==> src/rtl/seg7_scan_decoder_if.sv <==
// Bus bundle between a multiplexed 7-segment scan source and its decoder.
// Master drives segments and digit selects; slave returns decoded digits.
interface seg7_scan_decoder_if;
    logic [6:0]  Seg;
    logic [3:0]  An;
    logic        err_clr;
    logic [15:0] BCD;
    logic [3:0]  Valid;
    logic        upd;
    logic        Err;

    modport master (
        output Seg, An, err_clr,
        input  BCD, Valid, upd, Err
    );

    modport slave (
        input  Seg, An, err_clr,
        output BCD, Valid, upd, Err
    );
endinterface

==> src/rtl/seg7_scan_decoder.sv <==
// Debounced decoder of a scanned 7-segment display back into BCD digits.
// SEG7_BLANK_EN: treat the all-dark pattern as a legal blank digit (0xA).
module seg7_scan_decoder #(
    parameter int unsigned STABLE_CYC = 4
) (
    input  logic                 clk,
    input  logic                 rst,
    seg7_scan_decoder_if.slave   bus
);
    localparam logic [1:0] S_IDLE  = 2'd0;
    localparam logic [1:0] S_TRACK = 2'd1;
    localparam logic [1:0] S_HOLD  = 2'd2;
    localparam logic [7:0] LIM     = 8'(STABLE_CYC);
    localparam logic [7:0] LIM_M1  = 8'(STABLE_CYC - 1);

    logic [10:0] r_smp;
    logic [7:0]  r_cnt;
    logic [1:0]  r_state;
    logic [15:0] r_bcd;
    logic [3:0]  r_valid;
    logic        r_upd;
    logic        r_err;

    logic [10:0] w_in;
    logic        w_same;
    logic        w_in_oh;
    logic        w_cap;
    logic [3:0]  w_val;
    logic        w_legal;
    logic        w_blank;
    logic        w_illegal;
    logic        w_chg;

    assign w_in      = {bus.An, bus.Seg};
    assign w_same    = (w_in == r_smp);
    assign w_in_oh   = $onehot(bus.An);
    assign w_cap     = (r_state == S_TRACK) && w_same && (r_cnt == LIM_M1);
    assign w_illegal = !w_legal && !w_blank;

    always_comb begin
        w_val   = 4'hF;
        w_legal = 1'b0;
        w_blank = 1'b0;
        case (r_smp[6:0])
            7'b1111110: begin w_val = 4'd0; w_legal = 1'b1; end
            7'b0110000: begin w_val = 4'd1; w_legal = 1'b1; end
            7'b1101101: begin w_val = 4'd2; w_legal = 1'b1; end
            7'b1111001: begin w_val = 4'd3; w_legal = 1'b1; end
            7'b0110011: begin w_val = 4'd4; w_legal = 1'b1; end
            7'b1011011: begin w_val = 4'd5; w_legal = 1'b1; end
            7'b1011111: begin w_val = 4'd6; w_legal = 1'b1; end
            7'b1110000: begin w_val = 4'd7; w_legal = 1'b1; end
            7'b1111111: begin w_val = 4'd8; w_legal = 1'b1; end
            7'b1111011: begin w_val = 4'd9; w_legal = 1'b1; end
`ifdef SEG7_BLANK_EN
            7'b0000000: begin w_val = 4'hA; w_blank = 1'b1; end
`endif
            default: ;
        endcase
    end

    // Pulse only when the selected digit's stored value or validity moves
    always_comb begin
        w_chg = 1'b0;
        for (int i = 0; i < 4; i++) begin
            if (r_smp[7+i]) begin
                w_chg = (r_bcd[4*i +: 4] != w_val) || (r_valid[i] != w_legal);
            end
        end
    end

    always_ff @(posedge clk or posedge rst) begin
        if (rst) begin
            r_smp   <= '0;
            r_cnt   <= '0;
            r_state <= S_IDLE;
        end else if (!w_same) begin
            r_smp   <= w_in;
            r_cnt   <= '0;
            r_state <= w_in_oh ? S_TRACK : S_IDLE;
        end else begin
            if (r_state == S_IDLE) begin
                r_cnt <= '0;
            end else if (r_cnt != LIM) begin
                r_cnt <= r_cnt + 8'd1;
            end
            if (w_cap) begin
                r_state <= S_HOLD;
            end
        end
    end

    always_ff @(posedge clk or posedge rst) begin
        if (rst) begin
            r_bcd   <= 16'hFFFF;
            r_valid <= '0;
            r_upd   <= 1'b0;
            r_err   <= 1'b0;
        end else begin
            r_upd <= w_cap && w_chg;
            for (int i = 0; i < 4; i++) begin
                if (w_cap && r_smp[7+i]) begin
                    r_bcd[4*i +: 4] <= w_val;
                    r_valid[i]      <= w_legal;
                end
            end
            if (w_cap && w_illegal) begin
                r_err <= 1'b1;
            end else if (bus.err_clr) begin
                r_err <= 1'b0;
            end
        end
    end

    assign bus.BCD   = r_bcd;
    assign bus.Valid = r_valid;
    assign bus.upd   = r_upd;
    assign bus.Err   = r_err;
endmodule
==> src/flat_wrapper.sv <==
// flat-port wrapper written by rule: the top's interface ports become plain ports
module seg7_scan_decoder_flat 
#(
    parameter int unsigned STABLE_CYC = 4
)
  (clk, rst, bus_Seg, bus_An, bus_err_clr, bus_BCD, bus_Valid, bus_upd, bus_Err);
  seg7_scan_decoder_if bus_i ();
  input  logic clk;
  input  logic rst;
  input wire logic [$bits(bus_i.Seg)-1:0] bus_Seg;
  input wire logic [$bits(bus_i.An)-1:0] bus_An;
  input wire logic [$bits(bus_i.err_clr)-1:0] bus_err_clr;
  output wire logic [$bits(bus_i.BCD)-1:0] bus_BCD;
  output wire logic [$bits(bus_i.Valid)-1:0] bus_Valid;
  output wire logic [$bits(bus_i.upd)-1:0] bus_upd;
  output wire logic [$bits(bus_i.Err)-1:0] bus_Err;
  assign bus_i.Seg = bus_Seg;
  assign bus_i.An = bus_An;
  assign bus_i.err_clr = bus_err_clr;
  assign bus_BCD = bus_i.BCD;
  assign bus_Valid = bus_i.Valid;
  assign bus_upd = bus_i.upd;
  assign bus_Err = bus_i.Err;
  seg7_scan_decoder #(.STABLE_CYC(STABLE_CYC)) u_core (.clk(clk), .rst(rst), .bus(bus_i));
endmodule
==> config.mk <==
export PLATFORM = sky130hd
export DESIGN_NAME = seg7_scan_decoder_flat
export DESIGN_NICKNAME = d
export VERILOG_FILES = /design/src/rtl/seg7_scan_decoder_if.sv /design/src/rtl/seg7_scan_decoder.sv /design/src/flat_wrapper.sv
export SDC_FILE = /design/constraint.sdc
export NUM_CORES = 1
export LEC_CHECK = 0
export ABC_CLOCK_PERIOD_IN_PS = 2600
export BUFFER_PORTS_ARGS = -buffer_cell sky130_fd_sc_hd__buf_4
export CAP_MARGIN = 20
export CORE_AREA = 3 3 72 74
export CTS_CLUSTER_SIZE = 10
export DETAILED_ROUTE_END_ITERATION = 8
export DIE_AREA = 0 0 75 77
export GPL_TIMING_DRIVEN = 1
export PLACE_DENSITY_LB_ADDON = 0.3
export SETUP_SLACK_MARGIN = 0.15
export SLEW_MARGIN = 20
export SYNTH_ARGS = -nofsm -noshare
export SYNTH_HDL_FRONTEND = slang
export SYNTH_SLANG_ARGS = --single-unit
==> constraint.sdc <==
create_clock -name clk -period 2.6 [get_ports clk]
set_clock_uncertainty 0.1 [all_clocks]
set_input_delay 0.39 -clock clk [delete_from_list [all_inputs] [get_ports clk]]
set_output_delay 0.39 -clock clk [all_outputs]
set_load 0.01 [all_outputs]
==> run summary, run 1 <==
RUN STATUS
--------------------------------------------------------------------------------
Status ............................................................ complete, no violations

SYNTH
--------------------------------------------------------------------------------
Area leader, netlist ..............................................      dfrtp_1
Number of distinct library cells after synthesis ..................           46
Number of synthesis warnings ......................................            0
Most common cell in the synthesized netlist .......................      nand2_1
Sequential area share after synthesis .............................       0.4763
Synthesized cell area .............................................    2301 um^2
Area share of the largest cell type after synthesis ...............       0.2936
Post-synth top flop ...............................................      dfrtp_1
Seq cells post-synth ..............................................           43
Most frequent cells after synthesis ............................... nand2_1, dfrtp_1, o21ai_0, xor2_1, dfstp_2
Top post-synthesis cells by area .................................. dfrtp_1, dfstp_2, xor2_1, nand2_1, o21ai_0
Net Count, Synth ..................................................          257
Share of flip-flops with an asynchronous set or reset .............        1.000
Synth Area per Inst ...............................................   9.709 um^2
Gate count after technology mapping ...............................          237
Number of enable-type register cells in the synthesized netlist ...            0

ROUTE
--------------------------------------------------------------------------------
Routed Wire Length ................................................      4919 um
Via density per instance ..........................................        5.241
DRT antenna net count .............................................            0
Detailed Routing Iterations Pass 1 ................................            4
Routed via count ..................................................         1782
Post-route DRC ....................................................            0
Wirelength per Cell ...............................................     14.47 um
DRT iter0 DRCs ....................................................          118

STA
--------------------------------------------------------------------------------
Final critical-path setup slack ...................................     30.19 ps
Maximum frequency from static timing analysis .....................    389.1 MHz
Worst slew margin .................................................       0.6127
Actual transition at the worst max-transition pin .................     579.7 ps
RSZ-0062 raised after global routing ..............................         true
Setup-failing EPs final ...........................................            0
Clock period minus final worst setup slack ........................      2570 ps
Period Utilization, post-route ....................................       0.9884
Final count of hold timing violations .............................            0
Number of slew-limit violations in the final report ...............            0

POWER
--------------------------------------------------------------------------------
PwrDens ........................................................... 453.3 nW/um^2
Maximum vdd ir drop ...............................................     316.5 uV
Leakage component of the power ....................................     1.243 nW
Combinational share of power ......................................        0.098
Net switching power ...............................................  0.0003203 W
Part of the total power dissipated in the clock network ...........        0.372
P_int .............................................................  0.0009898 W
Net switching fraction of the power ...............................       0.2445
Total chip power ..................................................   0.001310 W
Share of total power in sequential cells ..........................        0.531

GLOBAL ROUTING
--------------------------------------------------------------------------------
Total global-route track usage ....................................       0.1891
Leftover overflow at the end of global routing ....................            0
Global-route wire length before repair ............................      8335 um
Antenna violations before repair ..................................            0
Pin count of the biggest net entering global routing ..............           44
Via count of the first global-routing pass ........................         1736

WORST SETUP PATH
--------------------------------------------------------------------------------
Cell count of the worst reg-to-reg path ...........................            7
Arrival time of the worst setup path ..............................      2660 ps
Largest driver fanout on the critical path ........................            3
CP max stage delay ................................................       550 ps
Category of the critical setup timing path ........................ register to register
Required time worst endpoint ......................................      2690 ps
Crit. End Element .................................................     register
FF-to-FF setup slack ..............................................        30 ps
Crit-path cells ................................................... or4b_4, o32a_4, or2b_4, o2111ai_2, a2111oi_2, a311oi_1, o311a_1
Standard cell with the maximum stage delay on the critical path ...       or4b_4
Worst setup SP type ...............................................     register

PLACE
--------------------------------------------------------------------------------
Detailed Place HPWL ...............................................      3566 um
Placed standard-cell area .........................................    2736 um^2
Number of input and output port buffers inserted ..................           35
Global placement routability congestion ...........................       0.8694
Place WS ..........................................................    -16.56 ps

CELLS AND AREA
--------------------------------------------------------------------------------
Fraction of final layout cells with drive strength greater than 1 .       0.3322
Final standard cell area without fillers ..........................    2890 um^2
Final #Nets .......................................................          305
Antenna cell count ................................................            0
Area growth syn-to-layout .........................................       25.61%

DIE
--------------------------------------------------------------------------------
Die extent in x ...................................................        75 um
IO Pins ...........................................................           36
Initial core utilization ..........................................       0.4937
Vertical extent of the die ........................................        77 um
Standard-cell row count ...........................................           25
Area of the core ..................................................    4661 um^2
Floorplan die area ................................................    5775 um^2

MIN PATH
--------------------------------------------------------------------------------
Hold path depth ...................................................            1
Type of the most critical hold path ............................... input port to register

CLOCKING
--------------------------------------------------------------------------------
Clock tree from TritonCTS .........................................         done
Total number of H-tree levels .....................................            2
Later-pin clock latency in the skew report ........................       300 ps
Clock Sinks .......................................................           43
Number of buffers inserted during clock tree synthesis ............            5
Number of buffers on the longest clock path .......................            2
CTS root buffer ...................................................     clkbuf_8
Reg clk slew, reported paths ......................................        80 ps
Post-CTS Hold Buffers .............................................            0

RUN
--------------------------------------------------------------------------------
Max cap viols .....................................................            0

==> through the flow <==
step                      hold WS, ps    util  setup TNS, ps  std cells
after floorplan                 386.4       -         -50.84        237
after global placement          391.3  0.5871              0        330
after detailed placement        395.9  0.5871         -16.56        330
after CTS                       97.37  0.6172              0        339
after global routing            93.73  0.6201         -72.94        340
final                           105.7  0.6201              0        340
==> placed cells by master, fill, tap and decap left out, types with 2 or more instances in the layout <==
master	count
a21oi_1	5
a21oi_4	3
and3_1	2
buf_4	57
clkbuf_8	5
dfrtp_1	27
dfstp_2	16
ha_1	5
inv_1	9
nand2_1	36
nand3_1	8
nand4_1	3
nand4b_1	2
nor2_1	15
nor3_1	4
nor4_1	2
o2111ai_1	2
o21ai_0	26
o21bai_1	2
xnor2_1	9
xor2_1	21
==> worst paths after layout <==
kind / startpoint / endpoint
min reg2reg: u_core.bus.BCD[11]$_DFFE_PP1P_ / u_core.bus.BCD[11]$_DFFE_PP1P_
max: u_core.r_smp[3]$_DFFE_PP0N_ / u_core.bus.upd$_DFF_PP0_
min: bus_Seg[2] / u_core.r_smp[2]$_DFFE_PP0N_
max in group asynchronous: rst / u_core.bus.BCD[7]$_DFFE_PP1P_
min in group asynchronous: rst / u_core.bus.Valid[2]$_DFFE_PP0P_
max reg2reg: u_core.r_smp[3]$_DFFE_PP0N_ / u_core.bus.upd$_DFF_PP0_
==> what timing repair did <==
| action | 4_1_cts | 5_1_grt |
|---|---|---|
| pin swaps | 1 | 4 |
| endpoints found under the setup margin | 1 | 1 |
| buffers inserted | 1 | 1 |
| hold endpoints to repair | 0 | 0 |
| resized for setup | 5 | 1 |
==> registers in the layout, indices dropped and copies added, names as in the netlist <==
signal / flops
u_core.bus.Valid: 4
u_core.r_state: 2
u_core.r_smp: 11
u_core.r_cnt: 8
u_core.bus.BCD: 16
u_core.bus.upd: 1
u_core.bus.Err: 1
==> power groups by stage <==
stage	Sequential [W]	Combinational, W	Clock (W)
after floorplan	0.000702	0.0000795	0
after global placement	0.000707	0.000122	0
after detailed placement	0.000707	0.000123	0
after CTS	0.000696	0.000128	0.000503
after global routing	0.000698	0.000144	0.000526
final	0.000696	0.000128	0.000487
==> worst max-delay path, delay by kind of cell (launching register included) <==
kind | cells | cell delay [ps]
simple gates | 2 | 760
compound gates | 5 | 1200
flops | 1 | 400
==> layer usage <==
metal / global-route usage / wire length (um)
met4: 0.07829 / 81
met5: 0 / 0
met1: 0.2612 / 2334
met3: 0.04587 / 207
met2: 0.2805 / 2295
==> logic make-up (layout without fill, tap and decap cells) <==
| family | after synthesis | after routing | share of synthesized area |
|---|---|---|---|
| fa+ha+maj | 6 | 6 | 0.03589 |
| buf+inv | 26 | 75 | 0.04785 |
| mux | 1 | 1 | 0.004350 |
| xor+xnor | 30 | 30 | 0.1142 |
| flops | 43 | 43 | 0.4763 |
| compound gates | 49 | 49 | 0.1479 |
| simple gates | 82 | 82 | 0.1735 |
==> cell type report <==
| cell class | instances | area, um^2 |
|---|---|---|
| timing repair buffer | 58 | 439.2 |
| clock buffer | 7 | 97.59 |
| multi-input combinational | 168 | 1149 |
| inverter | 9 | 33.78 |
| fill | 394 | 1770 |
| sequential | 43 | 1096 |
| tap | 54 | 67.56 |
| clock inverter | 1 | 7.507 |
Power figures use the tool's default switching activity.
==> run 2: changes to the inputs <==
Settings changed: RECOVER_POWER set to 25.
==> run 2 against run 1 <==
Compared with the run above:
- largest cell class unchanged
- global-route usage is the same
- worst hold slack gained 17 ps
- die area is the same
==> run summary, run 2 (same netlist as run 1, synthesis figures left out) <==
STA
--------------------------------------------------------------------------------
Period Utilization, post-route ....................................       0.9888
Final worst hold slack ............................................     123.1 ps
Actual transition at the worst max-transition pin .................      1038 ps
Clock period minus final worst setup slack ........................      2571 ps
Number of slew-limit violations in the final report ...............            0
Maximum frequency from static timing analysis .....................    389.0 MHz
Worst slew margin .................................................       0.3082
Final count of hold timing violations .............................            0
Setup-failing EPs final ...........................................            0
RSZ-0062 raised after global routing ..............................         true

CLOCKING
--------------------------------------------------------------------------------
Total number of H-tree levels .....................................            2
Later-pin clock latency in the skew report ........................       300 ps
Clock Sinks .......................................................           43
Number of buffers inserted during clock tree synthesis ............            5
Post-CTS Hold Buffers .............................................            0
Clock tree from TritonCTS .........................................         done
Number of buffers on the longest clock path .......................            2
CTS root buffer ...................................................     clkbuf_8
Reg clk slew, reported paths ......................................        80 ps

GLOBAL ROUTING
--------------------------------------------------------------------------------
Total global-route track usage ....................................       0.1891
Via count of the first global-routing pass ........................         1736
Antenna violations before repair ..................................            0
Global-route wire length before repair ............................      8335 um
Pin count of the biggest net entering global routing ..............           44
Leftover overflow at the end of global routing ....................            0

ROUTE
--------------------------------------------------------------------------------
Detailed Routing Iterations Pass 1 ................................            4
Wirelength per Cell ...............................................     14.43 um
Routed via count ..................................................         1784
DRT iter0 DRCs ....................................................          116
Routed Wire Length ................................................      4907 um
Post-route DRC ....................................................            0
DRT antenna net count .............................................            0
Via density per instance ..........................................        5.247

WORST SETUP PATH
--------------------------------------------------------------------------------
Crit-path cells ................................................... or4b_4, o32a_4, or2b_4, o2111ai_2, a2111oi_2, a311oi_1, o311a_1
Top cell family by delay on the critical path ..................... compound AO/OA/AOI/OAI gates
Reg-to-reg startpoint ............................................. u_core.r_smp[3]$_DFFE_PP0N_
CP max stage delay ................................................       550 ps
Standard cell with the maximum stage delay on the critical path ...       or4b_4
Largest driver fanout on the critical path ........................            3
Crit. End Element .................................................     register
Required time worst endpoint ......................................      2690 ps
Worst Setup SP .................................................... u_core.r_smp[3]$_DFFE_PP0N_
Sum of buffers and inverters on the critical path .................            0
CP Depth ..........................................................            7
Worst setup SP type ...............................................     register
Arrival time of the worst setup path ..............................      2660 ps
Cell count of the worst reg-to-reg path ...........................            7
Category of the critical setup timing path ........................ register to register

DIE
--------------------------------------------------------------------------------
Standard-cell row count ...........................................           25
Initial core utilization ..........................................       0.4937
IO Pins ...........................................................           36
Floorplan die area ................................................    5775 um^2
Area of the core ..................................................    4661 um^2
Vertical extent of the die ........................................        77 um
Die extent in x ...................................................        75 um

MIN PATH
--------------------------------------------------------------------------------
Type of the most critical hold path ............................... input port to register
Hold path startpoint ..............................................   bus_Seg[2]
Hold path depth ...................................................            1

CELLS AND AREA
--------------------------------------------------------------------------------
Count of filler cells inserted in the layout ......................          399
Final standard cell area without fillers ..........................    2850 um^2
Top library cells by usage in the layout, fill and taps aside ..... buf_4, nand2_1, dfrtp_1
Fraction of final layout cells with drive strength greater than 1 .       0.2972
Antenna cell count ................................................            0
Final #Nets .......................................................          305
Number of flip-flops under the largest register name ..............           16
Commonest non-fill, non-tap cell in the layout ....................        buf_4
Fraction of the core area covered by cells at the end of the flow .       0.6115
Seq. cell area ....................................................    1096 um^2
Layout Cells excl Fill ............................................          340
Area of the multi-input gates .....................................    1149 um^2
Area growth syn-to-layout .........................................       23.87%

PLACE
--------------------------------------------------------------------------------
# placed instances ................................................          330
Detailed Place HPWL ...............................................      3566 um
Global placement routability congestion ...........................       0.8694
Placed standard-cell area .........................................    2736 um^2
Number of input and output port buffers inserted ..................           35

POWER
--------------------------------------------------------------------------------
Leakage component of the power ....................................     1.206 nW
PwrDens ........................................................... 457.0 nW/um^2
Maximum vdd ir drop ...............................................     315.9 uV

RUN STATUS
--------------------------------------------------------------------------------
Status ............................................................ complete, no violations

RUN
--------------------------------------------------------------------------------
Max cap viols .....................................................            0

==> run 2: cell count changes in the layout (fill, tap and decap cells not counted), sizes merged <==
cell / change
buf: -13
clkbuf: +13
==> run 2: routing by layer <==
metal,vias up,track usage,share of wire
met5,-,0,0
met4,0,0.07829,0.017
met3,7,0.04587,0.042
met2,36,0.2805,0.47
met1,839,0.2612,0.48
li1,902,-,-
==> run 2: what timing repair did <==
action | in CTS | in global routing
setup buffers | 1 | 1
setup endpoints to repair | 1 | 1
pin swaps | 1 | 4
gates resized for setup | 5 | 1
==> run 2: worst register-to-register path, cell delays in order, from the launching register on <==
cell,delay (ps)
dfrtp_1,400
or4b_4,550
o32a_4,350
or2b_4,210
o2111ai_2,110
a2111oi_2,330
a311oi_1,80
o311a_1,330
==> run 2: final cells by class <==
class / count / share of cell area
clock inverter: 1 / 0.002634
inverter: 9 / 0.01185
multi-input combinational: 168 / 0.4030
sequential: 43 / 0.3845
timing repair buffer: 58 / 0.1400
tap: 54 / 0.02371
clock buffer: 7 / 0.03424
==> run 2: stage by stage <==
step                power (W)  setup TNS (ps)  setup WS, ps
global placement    0.0008288               0         10.72
finish               0.001303               0         29.12
detailed placement  0.0008301          -16.56        -16.56
floorplan           0.0007816          -50.84        -50.84
global route         0.001361          -72.94        -72.94
CTS                  0.001326               0         16.21
==> run 2: worst paths after layout <==
check / endpoint / slack (ps)
worst max-delay path: u_core.bus.upd$_DFF_PP0_ / 30
worst min-delay path: u_core.r_smp[2]$_DFFE_PP0N_ / 120
worst max register to register: u_core.bus.upd$_DFF_PP0_ / 30
worst min register to register: u_core.bus.BCD[11]$_DFFE_PP1P_ / 400
max in group asynchronous: u_core.r_smp[1]$_DFFE_PP0N_ / 1450
min in group asynchronous: u_core.bus.Valid[2]$_DFFE_PP0P_ / 310
==> run 2: power by group <==
group          total [W]  internal (W)  switching [W]
Clock           0.000486      0.000248       0.000238
Sequential      0.000696      0.000681      0.0000141
Combinational   0.000121     0.0000533      0.0000674
Total            0.00130      0.000983       0.000320
